File: src/rtl/ann_weight_pkg.sv
// rtl/ann_weight_pkg.sv - shared geometry and fetch FSM encoding for weight BRAM wrappers and fetchers
package ann_weight_pkg;

  localparam int WEIGHT_DEPTH = 28;
  localparam int WEIGHT_AW    = 5;
  localparam int WEIGHT_DW    = 16;

  typedef enum logic [1:0] {
    ST_IDLE  = 2'd0,
    ST_FETCH = 2'd1,
    ST_DRAIN = 2'd2
  } fetch_state_t;

endpackage

File: src/rtl/weight_skid_fifo.sv
// rtl/weight_skid_fifo.sv - 2-entry FIFO holding weight words tagged with address and last flag
module weight_skid_fifo
  import ann_weight_pkg::*;
#(
  parameter int AW = WEIGHT_AW,
  parameter int DW = WEIGHT_DW
) (
  input  logic          clk,
  input  logic          rst,
  input  logic          push,
  input  logic [DW-1:0] push_data,
  input  logic [AW-1:0] push_idx,
  input  logic          push_last,
  input  logic          ready,
  output logic          valid,
  output logic [DW-1:0] data,
  output logic [AW-1:0] idx,
  output logic          last,
  output logic          pop,
  output logic [1:0]    count
);

  localparam int EW = DW + AW + 1;

  // ent0 is always the head; ent1 only holds a word while count == 2
  logic [EW-1:0] ent0;
  logic [EW-1:0] ent1;
  logic [EW-1:0] din;

  assign din   = {push_last, push_idx, push_data};
  assign valid = (count != 2'd0);
  assign pop   = valid & ready;
  assign {last, idx, data} = ent0;

  always_ff @(posedge clk) begin
    if (rst) begin
      count <= 2'd0;
      ent0  <= '0;
      ent1  <= '0;
    end else begin
      case ({push, pop})
        2'b10: begin
          if (count == 2'd0) begin
            ent0  <= din;
            count <= 2'd1;
          end else if (count == 2'd1) begin
            ent1  <= din;
            count <= 2'd2;
          end
        end
        2'b01: begin
          ent0  <= ent1;
          count <= count - 2'd1;
        end
        2'b11: begin
          if (count == 2'd1) begin
            ent0 <= din;
          end else begin
            ent0 <= ent1;
            ent1 <= din;
          end
        end
        default: ;
      endcase
    end
  end

endmodule

File: src/rtl/weight_fetch_seq.sv
// rtl/weight_fetch_seq.sv - sweeps a weight BRAM 0..DEPTH-1 and streams tagged words to the MAC
module weight_fetch_seq
  import ann_weight_pkg::*;
#(
  parameter int DEPTH = WEIGHT_DEPTH,
  parameter int AW    = WEIGHT_AW,
  parameter int DW    = WEIGHT_DW
) (
  input  logic          CLK,
  input  logic          RST,
  input  logic          START,
  output logic          BUSY,
  output logic          DONE,
  output logic [AW-1:0] BRAM_ADDR,
  output logic          BRAM_EN,
  output logic          BRAM_WE,
  output logic [DW-1:0] BRAM_DI,
  input  logic [DW-1:0] BRAM_DO,
  output logic [DW-1:0] W_DATA,
  output logic [AW-1:0] W_IDX,
  output logic          W_VALID,
  input  logic          W_READY,
  output logic          W_LAST
);

  localparam logic [AW-1:0] LAST_ADDR = AW'(DEPTH - 1);

  fetch_state_t  state, state_nxt;
  logic [AW-1:0] addr_q, addr_nxt;
  logic          en_q, en_nxt;
  logic [1:0]    occ;
  logic          pop;
  logic          head_last;
  logic [2:0]    load;
  logic          can_issue;

  // Credit check after this cycle's pop; the read in flight (en_q) lands next edge
  assign load      = {1'b0, occ} + {2'b00, en_q} - {2'b00, pop};
  assign can_issue = (load < 3'd2);

  always_comb begin
    state_nxt = state;
    addr_nxt  = addr_q;
    en_nxt    = 1'b0;
    case (state)
      ST_IDLE: begin
        if (START) begin
          en_nxt    = 1'b1;
          addr_nxt  = '0;
          state_nxt = (DEPTH == 1) ? ST_DRAIN : ST_FETCH;
        end
      end
      ST_FETCH: begin
        if (can_issue) begin
          en_nxt   = 1'b1;
          addr_nxt = addr_q + 1'b1;
          if (addr_nxt == LAST_ADDR) state_nxt = ST_DRAIN;
        end
      end
      ST_DRAIN: begin
        if (DONE) state_nxt = ST_IDLE;
      end
      default: state_nxt = ST_IDLE;
    endcase
  end

  always_ff @(posedge CLK) begin
    if (RST) begin
      state  <= ST_IDLE;
      addr_q <= '0;
      en_q   <= 1'b0;
    end else begin
      state  <= state_nxt;
      addr_q <= addr_nxt;
      en_q   <= en_nxt;
    end
  end

  weight_skid_fifo #(.AW(AW), .DW(DW)) u_fifo (
    .clk       (CLK),
    .rst       (RST),
    .push      (en_q),
    .push_data (BRAM_DO),
    .push_idx  (addr_q),
    .push_last (addr_q == LAST_ADDR),
    .ready     (W_READY),
    .valid     (W_VALID),
    .data      (W_DATA),
    .idx       (W_IDX),
    .last      (head_last),
    .pop       (pop),
    .count     (occ)
  );

  assign BRAM_ADDR = addr_q;
  assign BRAM_EN   = en_q;
  assign BRAM_WE   = 1'b0;
  assign BRAM_DI   = '0;
  assign W_LAST    = W_VALID & head_last;
  assign DONE      = pop & head_last;
  assign BUSY      = (state != ST_IDLE);

endmodule

File: config.mk
export PLATFORM = sky130hd
export DESIGN_NAME = weight_fetch_seq
export DESIGN_NICKNAME = d
export VERILOG_FILES = /design/src/rtl/ann_weight_pkg.sv /design/src/rtl/weight_skid_fifo.sv /design/src/rtl/weight_fetch_seq.sv
export SDC_FILE = /design/constraint.sdc
export NUM_CORES = 1
export LEC_CHECK = 0
export BUFFER_PORTS_ARGS = -buffer_cell sky130_fd_sc_hd__buf_2
export CORE_MARGIN = 2
export CORE_UTILIZATION = 51
export CTS_BUF_LIST = sky130_fd_sc_hd__clkbuf_4 sky130_fd_sc_hd__clkbuf_8
export DETAILED_ROUTE_END_ITERATION = 8
export GPL_TIMING_DRIVEN = 0
export PLACE_DENSITY = 0.86
export RECOVER_POWER = 100
export SYNTH_ARGS = -nofsm -noshare
export SYNTH_HDL_FRONTEND = slang
export SYNTH_SLANG_ARGS = --single-unit
File: constraint.sdc
create_clock -name CLK -period 2.5 [get_ports CLK]
set_input_delay 0.125 -clock CLK [delete_from_list [all_inputs] [get_ports CLK]]
set_output_delay 0.125 -clock CLK [all_outputs]
set_load 0.02 [all_outputs]
==> results of run 1 <==
==> flip-flops by register name, summed over array words and instances (netlist names) <==
signal,flops
u_fifo.count,2
state,2
BRAM_EN,1
u_fifo.ent1,22
u_fifo.ent0,22
BRAM_ADDR,5
==> worst max-delay path by stage <==
stage / slack, ps / end / cells after the start / startpoint
global placement: -110 / state[1] / 10 / u_fifo.count[0]
global route: -40 / state[1] / 11 / u_fifo.count[1]
CTS: 20 / state[1] / 10 / u_fifo.count[0]
detailed placement: -220 / state[1] / 10 / u_fifo.count[1]
floorplan: 6 / state[1] / 10 / u_fifo.count[0]
finish: 50 / state[1] / 11 / u_fifo.count[1]
==> worst max-delay path, cell delays in order (launching register included) <==
cell and delay, ps:
dfxtp_4 360, inv_1 80, ha_2 190, nand2b_4 150, inv_2 50, nor2_2 100
o21ai_2 70, fa_2 400, xnor2_4 220, nand4_1 140, or4_4 500, a21oi_2 130
==> cell families (layout without fill, tap and decap cells) <==
kind of cell | count (synthesis) | after routing | synth area share, %
muxes | 26 | 26 | 8.69
and+or+nand+nor | 123 | 123 | 18.9
xor gates and xnor gates | 4 | 4 | 1.41
buffers and inverters | 57 | 118 | 10.1
adders and majority gates | 7 | 7 | 3.16
AOI/OAI and AO/OA | 102 | 102 | 21.7
other | 1 | 17 | 0.125
DFF | 54 | 54 | 35.9
==> final cells by class <==
cell class              count  area (um2)  share of cell area (%)
clock inverters             3        43.8                    1.22
inverters                   8        30.0                   0.838
well taps                  72        90.1                    2.51
plain buffers              49         277                    7.72
repair buffers             53         243                    6.77
flip-flops and latches     54        1090                    30.4
clock buffers               5        68.8                    1.92
multi-input cells         279        1740                    48.6
==> where the power goes <==
group          leakage, nW  total, mW  switching, mW  internal, mW
Sequential           0.442       1.17          0.119          1.05
Combinational        0.801       1.84           1.20         0.636
Clock               0.0585      0.613          0.312         0.301
Total                 1.30       3.62           1.63          1.99
==> timing repair <==
action | 4_1_cts | 5_1_grt
setup endpoints to repair | 4 | 10
resized for setup | 5 | 11
pin swaps | 2 | 6
buffers inserted | 3 | 1
==> routing by layer <==
| metal | up-vias | share of wire, % |
|---|---|---|
| li1 | 1449 | - |
| met5 | - | 0 |
| met4 | 0 | 1.2 |
| met3 | 10 | 7.6 |
| met2 | 135 | 50 |
| met1 | 1387 | 41 |
==> placed cells by master (no fill, tap or decap), types with 2 or more instances in the layout <==
cell,count
dfxtp_1,52
nor2_1,51
clkbuf_1,43
buf_2,32
nand2_1,27
a21oi_1,26
mux2i_1,25
buf_4,24
nand3_1,24
o21ai_0,24
a311oi_1,22
a31oi_1,21
conb_1,17
inv_1,5
ha_1,5
clkbuf_8,5
inv_2,3
nor2b_1,2
nor3_1,2
clkbuf_2,2
xor2_1,2
a21oi_2,2
dfxtp_4,2
==> qor.csv, run 1 <==
metric;value;unit
largest net degree at the start of global routing;18;
Async S/R FF share, synth;0;%
CTS sink cnt;54;
Tcrit/Tclk final;98.0;%
Syn Std Cell Area;3010;um2
worst-skew pair later-pin latency;320;ps
dpl cell area;3430;um2
commonest cells in the netlist;dfxtp_1, nor2_1, a21oi_1, nand2_1;
Vias/cell;5.70;
r2r setup slk;50;ps
maximum VDD drop;0.540;mV
dpl ws;-216;ps
met3 GRT Util;3.89;%
setup total negative slack;0;ps
slew margin rel.;63.5;%
layer with the highest usage;met2;
die width;80.8;um
sequential area share after synthesis;35.9;%
hold path cells;3;
Distinct cells, synth;45;
Crit. End Element;flip-flop;
M2 GR Usage;46.1;%
worst-margin pin slew;547;ps
Site Rows;27;
hpwl dp;5.53;mm
Hold Crit Class;in -> reg;
Clock transition at path regs;100;ps
IO buf count;49;
Worst Min Path Start;BRAM_DO[0];
ys flop type;dfxtp_1;
Crit path arrival time;2710;ps
vias in the first global route;2810;
Setup WS post-layout;51.0;ps
Routed WL;7.90;mm
Yosys top cell by area;dfxtp_1;
share of cells above drive strength 1;20.6;%
die area;6530;um2
max-slew violations;0;
Vias;2981;
fin cells;523;
Layout area overhead;19.0;%
RR Endpoint;state[1];
largest cells by area after synthesis;dfxtp_1, mux2i_1, nor2_1, a311oi_1, buf_4;
FF+latch count, synth;54;
initial antenna violation count;0;
RSZ-0062 raised after global routing;yes;
Post-CTS Hold Fix Bufs;0;
Post-Place Cells;511;
Clock Skew;11.1;ps
I/O Pins;68;
met1 usage;28.8;%
total track usage;24.8;%
hold path endpoint;u_fifo.ent1[0];
drt pass-1 iters;5;
wire length per cell;15.1;um
Critical Path RT;2760;ps
outcome;finished clean;
top cell type's share of synthesized area;35.9;%
Max Cap Violations;0;
first-pass GRT wire length;12.8;mm
drt drc;0;
Cells after Synth;374;
CTS tree;yes;
Fin Hold WS;85.9;ps
H-Tree Level Count;2;
R2R depth;11;
initial DRC count;272;
die height;80.8;um
Ys Warns;0;
Final Cell Area;3580;um2
GRT Residual Overflow;0;
Initial Utilization;53.7;%
CP Launch Type;flip-flop;
FMAX;408;MHz
Clock Tree Buf Depth;2;
leakage power;1.30;nW
CP Max Fanout;3;
min Tclk post-route;2450;ps
Core Region;5610;um2
Final Net Count;477;
Final Hold Vio Count;0;
fillers;510;
antenna fix cells;0;
number of routed nets with antenna violations;0;
PD cells;1010;nW/um2
Setup violations, final;0;
Avg Synthesized Cell Area;8.05;um2
most common cell in the synthesized netlist;dfxtp_1;
global placer's final weighted congestion;0.862;
Final Core Density;63.9;%
Clock Tree Root;clkbuf_8;
total power;3.62;mW
EDFF count, synth;0;
Reg-to-Reg Start;u_fifo.count[1];
Num CTS Buffers;5;
worst setup path class;reg -> reg;
No activity file was read; power rests on OpenSTA's default activity.
==> run 2, diff against run 1 <==
--- a/config.mk
+++ b/config.mk
@@ -5,9 +5,12 @@
 export SDC_FILE = /design/constraint.sdc
 export NUM_CORES = 1
 export LEC_CHECK = 0
+export ABC_AREA = 1
 export BUFFER_PORTS_ARGS = -buffer_cell sky130_fd_sc_hd__buf_2
+export CELL_PAD_IN_SITES_DETAIL_PLACEMENT = 0
+export CELL_PAD_IN_SITES_GLOBAL_PLACEMENT = 1
 export CORE_MARGIN = 2
-export CORE_UTILIZATION = 51
+export CORE_UTILIZATION = 36
 export CTS_BUF_LIST = sky130_fd_sc_hd__clkbuf_4 sky130_fd_sc_hd__clkbuf_8
 export DETAILED_ROUTE_END_ITERATION = 8
 export GPL_TIMING_DRIVEN = 0
==> run 2 against run 1 <==
Net effect:
- sequential power up 19%
- hold slack gained 2.2 ps
- via count increased by 10%
- wire length up 13%
- final area is 4.2% higher
- non-clock buffer count fell by 4
- global-route usage decreased by 6.4 points
- clock power is 1% higher
- fmax is 3.4% higher
- cell count rose by 24%
- total power increased by 7.9%
==> qor.csv, run 2 <==
metric;value;unit;change
CTS tree;yes;;unchanged
antenna fix cells;0;;unchanged
H-Tree Level Count;2;;unchanged
fin cells;646;;was 523
Vias;3287;;was 2,981
Final Hold Vio Count;0;;unchanged
worst-skew pair later-pin latency;310;ps;was 320 ps
Crit. End Element;flip-flop;;unchanged
Top cell by count, worst path;nand2_1;;
global placer's final weighted congestion;0.803;;was 0.862
largest net degree at the start of global routing;16;;was 18
Core Region;8640;um2;was 5610 um2
Site Rows;34;;was 27
CP Max Fanout;10;;was 3
drt drc;0;;unchanged
fillers;935;;was 510
Ys Warns;0;;unchanged
layer with the highest usage;met2;;unchanged
Layout area overhead;18.0;%;was 19.0%
CP Cell Sequence;clkinvlp_4 -> ha_4 -> nor2_4 -> nand2_1 -> inv_1 -> nand2_2 -> nand2_1 -> clkbuf_1 -> a31oi_1;;was inv_1 -> ha_2 -> nand2b_4 -> inv_2 -> nor2_2 -> o21ai_2 -> fa_2 -> xnor2_4 -> nand4_1 -> or4_4 -> a21oi_2
Clock Tree Buf Depth;2;;unchanged
number of routed nets with antenna violations;0;;unchanged
CP Launch Type;flip-flop;;unchanged
met3 GRT Util;3.15;%;was 3.89%
Syn Std Cell Area;3160;um2;was 3010 um2
CP Launch Point;u_fifo.count[0];;was u_fifo.count[1]
FF+latch area;1080;um2;was 1090 um2
top cell type's share of synthesized area;34.2;%;was 35.9%
Distinct cells, synth;28;;was 45
worst setup path class;reg -> reg;;unchanged
Final Net Count;564;;was 477
min Tclk post-route;2370;ps;was 2450 ps
met1 usage;25.3;%;was 28.8%
die width;97.7;um;was 80.8 um
total track usage;18.4;%;was 24.8%
Tcrit/Tclk final;94.8;%;was 98.0%
Initial Utilization;36.6;%;was 53.7%
wire length per cell;13.8;um;was 15.1 um
most frequent cells in the layout;nand2_1, inv_1, dfxtp_1;;was dfxtp_1, nor2_1, clkbuf_1
die height;97.7;um;was 80.8 um
outcome;finished clean;;unchanged
Post-Place Cells;635;;was 511
Clock Skew;8.43;ps;was 11.1 ps
buffer and inverter count on the worst path;3;;was 2
dpl ws;-10.2;ps;was -216 ps
Yosys top cell by area;dfxtp_1;;unchanged
Final Core Density;43.2;%;was 63.9%
Hold Crit Class;in -> reg;;unchanged
Crit path arrival time;2540;ps;was 2710 ps
commonest cells in the netlist;nand2_1, inv_1, dfxtp_1, o211ai_1;;was dfxtp_1, nor2_1, a21oi_1, nand2_1
I/O Pins;68;;unchanged
leakage power;1.62;nW;was 1.30 nW
hpwl dp;6.19;mm;was 5.53 mm
Setup violations, final;0;;unchanged
Routed WL;8.89;mm;was 7.90 mm
PD cells;1050;nW/um2;was 1010 nW/um2
Worst path top cell family by delay;buffers and inverters;;was simple AND/OR/NAND/NOR gates
most common cell in the synthesized netlist;nand2_1;;was dfxtp_1
commonest non-fill, non-tap cell in the layout;nand2_1;;was dfxtp_1
share of cells above drive strength 1;14.5;%;was 20.6%
total power;3.90;mW;was 3.62 mW
first-pass GRT wire length;14.6;mm;was 12.8 mm
critical path's slowest cell;clkbuf_1;;was or4_4
Critical Path RT;2670;ps;was 2760 ps
CTS sink cnt;54;;unchanged
IO buf count;49;;unchanged
Max stage delay on crit path;470;ps;was 500 ps
Clock Tree Root;clkbuf_8;;unchanged
EDFF count, synth;0;;unchanged
initial antenna violation count;0;;unchanged
GRT Residual Overflow;0;;unchanged
initial DRC count;186;;was 272
drt pass-1 iters;4;;was 5
sequential area share after synthesis;34.2;%;was 35.9%
Cells after Synth;462;;was 374
FF+latch count, synth;54;;unchanged
maximum VDD drop;0.419;mV;was 0.540 mV
Max Cap Violations;0;;unchanged
die area;9550;um2;was 6530 um2
slew margin rel.;62.8;%;was 63.5%
M2 GR Usage;30.7;%;was 46.1%
Fin Hold WS;88.1;ps;was 85.9 ps
Num CTS Buffers;5;;unchanged
max-slew violations;0;;unchanged
FMAX;422;MHz;was 408 MHz
ys flop type;dfxtp_1;;unchanged
Avg Synthesized Cell Area;6.85;um2;was 8.05 um2
area occupied by multi-input gates;1660;um2;was 1740 um2
Vias/cell;5.09;;was 5.70
Clock transition at path regs;100;ps;about the same
Reg-to-Reg Start;u_fifo.count[0];;was u_fifo.count[1]
largest cells by area after synthesis;dfxtp_1, nand2_1, o211ai_1, inv_1, a21oi_1;;was dfxtp_1, mux2i_1, nor2_1, a311oi_1, buf_4
Async S/R FF share, synth;0;%;unchanged
Setup WS post-layout;130;ps;was 51.0 ps
vias in the first global route;3002;;was 2,810
Worst Min Path Start;BRAM_DO[1];;was BRAM_DO[0]
worst-margin pin slew;558;ps;was 547 ps
## run 2: cell types whose count changed after synthesis, sizes merged, moves of 5 or more
| cell | before | now |
|---|---|---|
| nand3 | 25 | 9 |
| o211ai | 1 | 42 |
| nand2 | 27 | 111 |
| inv | 8 | 62 |
| o21ai | 26 | 54 |
| buf | 29 | 34 |
| mux2i | 25 | 0 |
| a311oi | 22 | 0 |
| nor2 | 53 | 17 |
| clkbuf | 20 | 12 |
## run 2: logic make-up (layout without fill, tap and decap cells)
group | after synthesis | after routing | share of synthesized area (%)
DFF | 54 | 54 | 34.2
AOI/OAI and AO/OA | 150 | 150 | 28.2
adders and majority gates | 7 | 7 | 3.01
other | 1 | 17 | 0.119
xor gates and xnor gates | 1 | 1 | 0.277
and+or+nand+nor | 140 | 140 | 18.1
buffers and inverters | 109 | 169 | 16.1
## run 2: routing by layer
metal / vias to the layer above / wire length (um)
li1: 1662 / -
met1: 1504 / 4110
met2: 113 / 4230
met3: 8 / 491
met4: 0 / 56
met5: - / 0
## run 2: layout make-up
cell class | instances | share of cell area [%]
Inverter | 63 | 6.50
Multi-Input combinational cell | 315 | 44.4
Timing Repair Buffer | 52 | 6.13
Clock inverter | 1 | 0.804
Tap cell | 108 | 3.62
Clock buffer | 7 | 2.25
Buffer | 46 | 7.27
Sequential cell | 54 | 29.1
## run 2: final timing paths
| path | endpoint | slack [ps] | depth (start not counted) |
|---|---|---|---|
| worst max-delay path | u_fifo.ent1[15] | 130 | 9 |
| worst min-delay path | u_fifo.ent1[1] | 90 | 3 |
| worst max register to register | u_fifo.ent1[15] | 130 | 9 |
| worst min register to register | u_fifo.ent0[21] | 500 | 2 |
## run 2: power breakdown
group / switching [mW] / internal (mW) / leakage (nW)
Sequential: 0.215 / 1.17 / 0.444
Clock: 0.297 / 0.322 / 0.0593
Combinational: 1.28 / 0.620 / 1.12
## run 2: worst register-to-register path: cells and delay by family (launching register included)
family,cells,cell delay [ps]
buf+inv,3,860
simple gates,4,640
flops,1,380
fa+ha+maj,1,190
compound gates,1,160
## run 2: per-stage QoR
| step | area (um2) | TNS (ps) |
|---|---|---|
| after floorplan | 3220 | 0 |
| after detailed placement | 3600 | -11.4 |
| after global placement | 3600 | -4.54 |
| after global routing | 3730 | -0.444 |
| after CTS | 3720 | 0 |
| final | 3730 | 0 |
## run 2: timing repair
action / in CTS / in global routing
setup endpoints to repair: 3 / 19
gates resized for setup: 2 / 14
hold buffers: 0 / 0
pin swaps: 1 / 2
buffers inserted: 0 / 3
==> run 3, diff against run 2 <==
--- a/config.mk
+++ b/config.mk
@@ -5,16 +5,15 @@
 export SDC_FILE = /design/constraint.sdc
 export NUM_CORES = 1
 export LEC_CHECK = 0
-export ABC_AREA = 1
 export BUFFER_PORTS_ARGS = -buffer_cell sky130_fd_sc_hd__buf_2
 export CELL_PAD_IN_SITES_DETAIL_PLACEMENT = 0
 export CELL_PAD_IN_SITES_GLOBAL_PLACEMENT = 1
 export CORE_MARGIN = 2
-export CORE_UTILIZATION = 36
+export CORE_UTILIZATION = 37
 export CTS_BUF_LIST = sky130_fd_sc_hd__clkbuf_4 sky130_fd_sc_hd__clkbuf_8
 export DETAILED_ROUTE_END_ITERATION = 8
 export GPL_TIMING_DRIVEN = 0
-export PLACE_DENSITY = 0.86
+export PLACE_DENSITY = 0.85
 export RECOVER_POWER = 100
 export SYNTH_ARGS = -nofsm -noshare
 export SYNTH_HDL_FRONTEND = slang
==> run 3 against run 2 <==
Net effect:
- clock skew fell by 4.7 ps
- fmax fell by 0.25%
- cell count fell by 15%
- combinational power fell by 4%
- global-route usage rose by 0.41 points
- critical endpoint is now BRAM_ADDR[4]
- sequential share of layout area rose by 1.1 points
- die area fell by 7.1%
- critical path type unchanged
- highest routed layer unchanged
- via count fell by 12%
- wire length fell by 7.2%
- non-clock buffer count rose by 3
- clock power barely moved
- total power fell by 7.7%
- largest cell class unchanged
==> qor.csv, run 3 (synthesis results as in run 1) <==
metric;value;unit;change
outcome;finished clean;;unchanged
largest net degree at the start of global routing;16;;unchanged
Final Hold Vio Count;0;;unchanged
Vias/cell;5.27;;was 5.09
Clock power frac;17.1;%;was 15.9%
Fin Hold WS;98.2;ps;was 88.1 ps
Final Net Count;476;;was 564
P_sw;1.61;mW;was 1.79 mW
combinational power share;50.4;%;was 48.6%
hold path cells;3;;unchanged
Tcrit/Tclk final;95.0;%;was 94.8%
Crit path arrival time;2620;ps;was 2540 ps
CP Launch Point;u_fifo.count[0];;unchanged
Final Cell Area;3600;um2;was 3730 um2
CP Max Fanout;8;;was 10
fin cells;552;;was 646
Initial Utilization;38.6;%;was 36.6%
internal power;1.99;mW;was 2.11 mW
Reg-to-Reg Start;u_fifo.count[0];;unchanged
Clock Tree Root;clkbuf_8;;unchanged
max-slew violations;0;;unchanged
dpl ws;-190;ps;was -10.2 ps
I/O Pins;68;;unchanged
Post-CTS Hold Fix Bufs;0;;unchanged
area occupied by multi-input gates;1740;um2;was 1660 um2
PD cells;1000;nW/um2;was 1050 nW/um2
slew margin rel.;59.7;%;was 62.8%
buffer and inverter count on the worst path;1;;was 3
antenna fix cells;0;;unchanged
die width;94.2;um;was 97.7 um
RR Endpoint;BRAM_ADDR[4];;was u_fifo.ent1[15]
drt drc;0;;unchanged
FMAX;421;MHz;was 422 MHz
sw frac;44.7;%;was 45.9%
R2R depth;10;;was 9
r2r setup slk;120;ps;was 130 ps
leakage power;1.28;nW;was 1.62 nW
CP Launch Type;flip-flop;;unchanged
Max stage delay on crit path;470;ps;about the same
Critical Path RT;2740;ps;was 2670 ps
GRT Residual Overflow;0;;unchanged
fillers;812;;was 935
worst setup path class;reg -> reg;;unchanged
critical path's slowest cell;or3_2;;was clkbuf_1
Clock Tree Buf Depth;2;;unchanged
initial DRC count;181;;was 186
Layout area overhead;19.7;%;was 18.0%
maximum VDD drop;0.355;mV;was 0.419 mV
RSZ-0062 raised after global routing;no;;
hpwl dp;5.79;mm;was 6.19 mm
Max Cap Violations;0;;unchanged
Site Rows;32;;was 34
Routed WL;8.25;mm;was 8.89 mm
Post-Place Cells;541;;was 635
most frequent cells in the layout;dfxtp_1, nor2_1, clkbuf_1;;was nand2_1, inv_1, dfxtp_1
Clock Skew;3.77;ps;was 8.43 ps
share of cells above drive strength 1;18.4;%;was 14.5%
total track usage;18.8;%;was 18.4%
register share of total power;32.5;%;was 35.5%
FF+latch area;1090;um2;was 1080 um2
Hold Crit Class;in -> reg;;unchanged
Setup violations, final;0;;unchanged
drt pass-1 iters;4;;unchanged
Crit. End Element;flip-flop;;unchanged
wire length per cell;14.9;um;was 13.8 um
worst-skew pair later-pin latency;310;ps;about the same
global placer's final weighted congestion;0.812;;was 0.803
CTS tree;yes;;unchanged
Worst path top cell family by delay;simple AND/OR/NAND/NOR gates;;was buffers and inverters
vias in the first global route;2628;;was 3,002
IO buf count;49;;unchanged
dpl cell area;3470;um2;was 3600 um2
initial antenna violation count;0;;unchanged
die area;8870;um2;was 9550 um2
die height;94.2;um;was 97.7 um
Vias;2908;;was 3,287
min Tclk post-route;2380;ps;was 2370 ps
hold path endpoint;u_fifo.ent1[10];;was u_fifo.ent1[1]
CP Cell Sequence;inv_2 -> ha_4 -> nand2b_4 -> nor2_4 -> o21ai_2 -> fa_2 -> xnor2_4 -> a31oi_4 -> or3_2 -> a21oi_1;;was clkinvlp_4 -> ha_4 -> nor2_4 -> nand2_1 -> inv_1 -> nand2_2 -> nand2_1 -> clkbuf_1 -> a31oi_1
commonest non-fill, non-tap cell in the layout;dfxtp_1;;was nand2_1
cell depth of the worst setup path;10;;was 9
Num CTS Buffers;5;;unchanged
Core Region;7810;um2;was 8640 um2
CTS sink cnt;54;;unchanged
worst-margin pin slew;600;ps;was 558 ps
number of routed nets with antenna violations;0;;unchanged
H-Tree Level Count;2;;unchanged
setup total negative slack;0;ps;unchanged
Setup WS post-layout;124;ps;was 130 ps
Clock transition at path regs;100;ps;about the same
Worst Min Path Start;BRAM_DO[10];;was BRAM_DO[1]
first-pass GRT wire length;13.3;mm;was 14.6 mm
run 3: area by class of cell:
class                   count  share of cell area (%)
repair buffers             52                    6.35
plain buffers              49                    7.64
well taps                 102                    3.54
clock buffers               7                    2.33
clock inverters             1                   0.833
inverters                   8                   0.902
multi-input cells         279                    48.2
flip-flops and latches     54                    30.2
run 3: worst max path at each step:
stage	end	slack (ps)
6_report	BRAM_ADDR[4]	120
5_1_grt	state[1]	8
4_1_cts	state[1]	3
3_5_place_dp	BRAM_ADDR[4]	-190
3_3_place_gp	state[1]	-130
2_1_floorplan	state[1]	6
run 3: repair_timing:
action / CTS / global route
resized for setup: 5 / 11
endpoints found under the setup margin: 4 / 21
pin swaps: 2 / 5
buffers inserted: 2 / 1
cloned: 0 / 0
run 3: worst register-to-register path: stages (launching register included):
cell      delay [ps]
dfxtp_4          360
inv_2             50
ha_4             150
nand2b_4         150
nor2_4           120
o21ai_2           80
fa_2             390
xnor2_4          240
a31oi_4          150
or3_2            470
a21oi_1          140
run 3: routing by layer:
metal | routed length (um) | track usage [%]
met1 | 3690 | 24.6
met2 | 4040 | 32.7
met3 | 483 | 2.97
met4 | 36 | 3.50
met5 | 0 | 0
run 3: power groups by stage:
stage / clock [mW] / sequential, mW / combinational (mW)
after global placement: 0 / 1.18 / 1.76
after CTS: 0.620 / 1.16 / 1.85
final: 0.618 / 1.17 / 1.82
after detailed placement: 0 / 1.19 / 1.77
after floorplan: 0 / 1.35 / 1.11
after global routing: 0.651 / 1.19 / 2.00
run 3: through the flow:
stage	power (mW)	util (%)
4_1_cts	3.63	46.3
6_report	3.60	46.2
3_3_place_gp	2.94	44.4
3_5_place_dp	2.97	44.4
5_1_grt	3.84	46.2
2_1_floorplan	2.46	-
